`src/rtl/axis_frame_feeder.sv`:
```
// Stimulus feeder for the NN core's AXI-Stream ports. It buffers input words in a FIFO,
// emits fixed-length frames with a generated last flag, and sinks and checks the class results.
module axis_frame_feeder #(
    parameter int unsigned DATA_W      = 32,
    parameter int unsigned RES_W       = 4,
    parameter int unsigned FIFO_DEPTH  = 16,
    parameter int unsigned FRAME_WORDS = 196,
    parameter int unsigned MAX_OUT     = 4
) (
    input  logic              axi_clk,
    input  logic              axi_reset,
    input  logic              wr_en,
    input  logic [DATA_W-1:0] wr_data,
    output logic              wr_full,
    output logic              m_axis_valid,
    output logic [DATA_W-1:0] m_axis_data,
    output logic              m_axis_last,
    input  logic              m_axis_ready,
    input  logic              s_axis_valid,
    input  logic [RES_W-1:0]  s_axis_data,
    input  logic              s_axis_last,
    output logic              s_axis_ready,
    output logic [RES_W-1:0]  result,
    output logic              result_valid,
    output logic              frame_done,
    output logic              proto_err
);
    localparam int unsigned PTR_W = (FIFO_DEPTH > 1) ? $clog2(FIFO_DEPTH) : 1;
    localparam int unsigned CNT_W = PTR_W + 1;
    localparam int unsigned IDX_W = (FRAME_WORDS > 1) ? $clog2(FRAME_WORDS) : 1;
    localparam int unsigned OUT_W = $clog2(MAX_OUT + 1);

    logic [DATA_W-1:0] r_mem [FIFO_DEPTH];
    logic [PTR_W-1:0]  r_wr_ptr;
    logic [PTR_W-1:0]  r_rd_ptr;
    logic [CNT_W-1:0]  r_count;
    logic              r_valid;
    logic [DATA_W-1:0] r_data;
    logic              r_last;
    logic [IDX_W-1:0]  r_idx;
    logic [OUT_W-1:0]  r_out;
    logic [RES_W-1:0]  r_result;
    logic              r_result_valid;
    logic              r_frame_done;
    logic              r_proto_err;

    logic              w_full;
    logic              w_push;
    logic              w_load;
    logic              w_hs_out;
    logic              w_last_hs;
    logic              w_res_hs;
    logic              w_gate_open;
    logic              w_err_set;
    logic [OUT_W-1:0]  w_out_d;
    logic [CNT_W-1:0]  w_count_d;

    assign w_full       = (r_count == CNT_W'(FIFO_DEPTH));
    assign w_push       = wr_en && !w_full;
    assign w_hs_out     = r_valid && m_axis_ready;
    assign w_last_hs    = w_hs_out && r_last;
    assign s_axis_ready = !axi_reset;
    assign w_res_hs     = s_axis_valid && s_axis_ready;

    always_comb begin
        w_out_d   = r_out;
        w_err_set = w_res_hs && !s_axis_last;
        unique case ({w_last_hs, w_res_hs})
            2'b10: w_out_d = r_out + OUT_W'(1);
            2'b01: begin
                if (r_out != '0) begin
                    w_out_d = r_out - OUT_W'(1);
                end else begin
                    w_err_set = 1'b1;
                end
            end
            default: w_out_d = r_out;
        endcase
    end

    // Gate on the post-update credit so a frame cannot start in the cycle the last credit is used.
    assign w_gate_open = !((r_idx == '0) && (w_out_d == OUT_W'(MAX_OUT)));
    assign w_load      = (r_count != '0) && (!r_valid || w_hs_out) && w_gate_open;

    always_comb begin
        w_count_d = r_count;
        if (w_push && !w_load) begin
            w_count_d = r_count + CNT_W'(1);
        end else if (!w_push && w_load) begin
            w_count_d = r_count - CNT_W'(1);
        end
    end

    always_ff @(posedge axi_clk) begin
        if (w_push) begin
            r_mem[r_wr_ptr] <= wr_data;
        end
    end

    always_ff @(posedge axi_clk) begin
        if (axi_reset) begin
            r_wr_ptr       <= '0;
            r_rd_ptr       <= '0;
            r_count        <= '0;
            r_valid        <= 1'b0;
            r_data         <= '0;
            r_last         <= 1'b0;
            r_idx          <= '0;
            r_out          <= '0;
            r_result       <= '0;
            r_result_valid <= 1'b0;
            r_frame_done   <= 1'b0;
            r_proto_err    <= 1'b0;
        end else begin
            if (w_push) begin
                r_wr_ptr <= r_wr_ptr + PTR_W'(1);
            end
            if (w_load) begin
                r_rd_ptr <= r_rd_ptr + PTR_W'(1);
            end
            r_count <= w_count_d;
            if (w_load) begin
                r_valid <= 1'b1;
                r_data  <= r_mem[r_rd_ptr];
                r_last  <= (r_idx == IDX_W'(FRAME_WORDS - 1));
                r_idx   <= (r_idx == IDX_W'(FRAME_WORDS - 1)) ? '0 : r_idx + IDX_W'(1);
            end else if (w_hs_out) begin
                r_valid <= 1'b0;
            end
            r_out          <= w_out_d;
            r_frame_done   <= w_last_hs;
            r_result_valid <= w_res_hs;
            if (w_res_hs) begin
                r_result <= s_axis_data;
            end
            if (w_err_set) begin
                r_proto_err <= 1'b1;
            end
        end
    end

    assign wr_full      = w_full;
    assign m_axis_valid = r_valid;
    assign m_axis_data  = r_data;
    assign m_axis_last  = r_last;
    assign result       = r_result;
    assign result_valid = r_result_valid;
    assign frame_done   = r_frame_done;
    assign proto_err    = r_proto_err;

endmodule
```
`config.mk`:
```
export PLATFORM = sky130hd
export DESIGN_NAME = axis_frame_feeder
export DESIGN_NICKNAME = d
export VERILOG_FILES = /design/src/rtl/axis_frame_feeder.sv
export SDC_FILE = /design/constraint.sdc
export NUM_CORES = 1
export LEC_CHECK = 0
export ABC_CLOCK_PERIOD_IN_PS = 6600
export CELL_PAD_IN_SITES_DETAIL_PLACEMENT = 0
export CELL_PAD_IN_SITES_GLOBAL_PLACEMENT = 1
export CORE_ASPECT_RATIO = 0.6
export CORE_MARGIN = 2
export CORE_UTILIZATION = 50
export CTS_CLUSTER_SIZE = 20
export DETAILED_ROUTE_END_ITERATION = 10
export HOLD_SLACK_MARGIN = 0.05
export PLACE_DENSITY_LB_ADDON = 0.25
export REMOVE_ABC_BUFFERS = 1
export SYNTH_ARGS = -nofsm -noshare
export SYNTH_HDL_FRONTEND = slang
export SYNTH_SLANG_ARGS = --single-unit
```
`constraint.sdc`:
```
create_clock -name axi_clk -period 6.6 [get_ports axi_clk]
set_clock_uncertainty 0.15 [all_clocks]
set_input_delay 1.32 -clock axi_clk [delete_from_list [all_inputs] [get_ports axi_clk]]
set_output_delay 1.32 -clock axi_clk [all_outputs]
set_load 0.05 [all_outputs]
```
==> impl_results.md <==
- Post-synthesis sequential area ratio: 73.4%
- Final setup viols: 0
- Reg2reg end: r_count[4]
- Count of cell types in the netlist: 47
- Critical Path Source: s_axis_valid
- Area contributors post-synth: edfxtp_1 (68%), mux4_2 (6.3%), mux2i_1 (5.9%), dfxtp_1 (5.7%), a221o_1 (1.8%)
- Initial Util: 50.7%
- Final nets: 1450
- Layout Utilization: 57.9%
- FP Rows: 60
- Fin cells: a little over 2000
- P_sw: 3.00 mW
- GRT Total Usage: between 20% and 30%
- Startpoint Class: primary input
- Total grt overflow: 0
- Chip width: 279 um
- R2r worst-path depth: 16
- Worst-Margin Slew: 1.10 ns
- PostCTS Resize Cnt: 0
- Asr flop ratio synth: 0%
- Crit path kind: in2reg
- PortBufs: 84
- Area after DPL: 24300 um^2
- Area of the multi-input gates: 5660 um^2
- Total clock sinks: just under 600
- Stages on worst setup path: 18
- Sw Share: a little under a third
- Clock share of power: between 30% and 40%
- Core Box Area: 44800 um^2
- DPL Wire Length: 28.4 mm
- Crit-path cells: clkdlybuf4s50_1 -> nand2_1 -> inv_1 -> ha_1 -> a221o_1 -> a22oi_1 -> nor3_4 -> nor2_1 -> inv_1 -> ha_1 -> inv_1 -> ha_1 -> nor2b_1 -> o21a_1 -> or3_1 -> a21oi_1 -> xnor2_1 -> nor2_1
- TritonCTS Buffers: 50
- # Post-CTS Setup Buffers: 0
- Top delay family on crit path: compound AO/OA/AOI/OAI gates
- YS warnings: 0
- #FFs+latches synth: between 500 and 600
- Fillers: around 3300
- Crit path required time: between 6 and 7 ns
- Initial antenna violation count: 1
- Final Max Tran Viols: 0
- CP max stage delay: 0.64 ns
- Rel. slew slack: 26.8%
- Sequential power share: 44.0%
- Inst Count DP: around 1900
- TritonRoute pass-1 iters: 5
- CP endpoint kind: register
- Die height: approximately 170 um
- Min Tclk post-route: 4.90 ns
- Placement Setup Slack: 1.12 ns
- Routed Antenna Nets: 0
- Comb pwr share: 25.8%
- PwrDens: between 300 and 400 nW/um^2
- Primary FF master, synth: edfxtp_1
- DRC: 0
- I/O pin total: 85
- DRT iter0 DRCs: 1129
- DR vias/cell: 6.06
- EDFF count, synth: 512
- Most common cell in the netlist: edfxtp_1
- Status: completed
- Syn Inst Count: 1308
- Syn_area_per_cell: 17.4 um^2
- Largest net degree at the start of global routing: 65
- Share of cells above drive strength 1: between 10% and 20%
- RSZ-0062 raised after global routing: false
- Register area: 16700 um^2
- R2R Path Start: m_axis_valid
- Hold_buf cts: 0
- Dominant cell type by area after synthesis: edfxtp_1
- Hold path cells: 2
- Gp weighted congestion: 0.750
- PnR worst setup slack: 1.70 ns
- Arrival time worst endpoint: 5.20 ns
- Vias in the first global route: 12202
- Leakage: 8.36 nW
- Reg2reg setup slack: ~2.7 ns
- Final hold violations: 0
- Worst setup path endpoint: r_count[4]
- Area Growth Syn to Fin: 14.1%
- Worst-Skew Late Latency: 0.59 ns
- Max Cap Viol: 0
- Clock transition at the registers of the reported paths: ~0.06 ns
- H-tree depth: 2
- Routed WL per cell: 26.6 um
- Bufs on Longest Clock Path: 3
- Total die area: 47200 um^2
- Global-route wire length before repair: 79.9 mm
- Commonest cells in the netlist: edfxtp_1 (512), mux2i_1 (135), nor2_1 (73)
- WP buf/inv: 4
- Final Instance Area: 25900 um^2
- Worst Hold Class: reg2reg
- Top cell type's share of synthesized area: 67.6%
- CP Max Fanout: 7
- Peak VDD IR: 0.337 mV
- Fmax: 204 MHz
- Root Driver: clkbuf_16
- Final Cycle Share: 74.3%
- Post-Syn Area: 22700 um^2
- Int Pwr: 6.93 mW
- CP max stage cell: clkdlybuf4s50_1
- DR vias: 12243
- CTS tree: done
- Total Wirelength: 53.7 mm
## how the worst min path moves through the flow
stage,startpoint,end,slack [ns]
CTS,m_axis_data[6],m_axis_data[6],0.35
detailed placement,m_axis_data[0],m_axis_data[0],0.33
global placement,r_idx[7],r_idx[7],0.32
finish,m_axis_data[20],m_axis_data[20],0.35
global route,m_axis_data[11],m_axis_data[11],0.37
floorplan,r_idx[7],r_idx[7],0.31
## registers in the layout, summed over array words and instances (netlist names), 3 cells and up
signal and count:
result 4, r_mem 512, r_idx 8, r_rd_ptr 4
m_axis_data 32, r_count 5, r_out 3, r_wr_ptr 4
## metal layers
layer / routed length [um] / global-route usage [%]
met1: 24800 / 35.8
met4: 760 / 4.84
met2: 24000 / 34.3
met3: 4140 / 4.47
met5: 0 / 0
## per-stage QoR
stage,power (mW),TNS [ns],hold slack (ns)
final,9.93,0,0.346
after floorplan,6.57,-64.49,0.307
after detailed placement,7.02,0,0.333
after global placement,7.00,0,0.324
after CTS,9.99,0,0.348
after global routing,10.4,0,0.372
## tightest hold or removal path, delay by kind of cell (launching register included)
kind               cells  cell delay, ns
DFF                    1            0.31
AOI/OAI and AO/OA      1            0.09
and+or+nand+nor        1            0.06
## cell families after synthesis
group	count (synthesis)	share of synthesized area, %
mux	199	12.3
xor+xnor	6	0.231
flops	577	73.4
compound gates	188	6.03
simple gates	213	4.71
fa+ha+maj	17	0.969
buf+inv	108	2.41
## placed cells by master, fill, tap and decap left out, types with 27 or more instances in the layout
master and instances:
a21oi_1 27, a221o_1 41, buf_4 33, clkbuf_16 50, clkdlybuf4s50_1 83, dfxtp_1 62, edfxtp_1 512, mux2i_1 135
mux4_2 64, nand2_1 30, nor2_1 59, o21ai_0 41
## layout make-up
cell class | instances | area share, %
Sequential cell | 577 | 64.4
Multi-Input combinational cell | 623 | 21.8
Clock buffer | 65 | 5.24
Timing Repair Buffer | 118 | 4.26
Tap cell | 589 | 2.84
Clock inverter | 27 | 1.17
Inverter | 21 | 0.304
Antenna cell | 1 | 0.00965
## power by group through the flow
| stage | Combinational (mW) | Sequential (mW) | Clock (mW) |
|---|---|---|---|
| 6_report | 2.57 | 4.37 | 3.00 |
| 5_1_grt | 2.77 | 4.39 | 3.20 |
| 4_1_cts | 2.58 | 4.37 | 3.04 |
| 3_5_place_dp | 2.57 | 4.45 | 0 |
| 3_3_place_gp | 2.55 | 4.45 | 0 |
| 2_1_floorplan | 1.73 | 4.84 | 0 |
(Power assumes the default switching activity.)
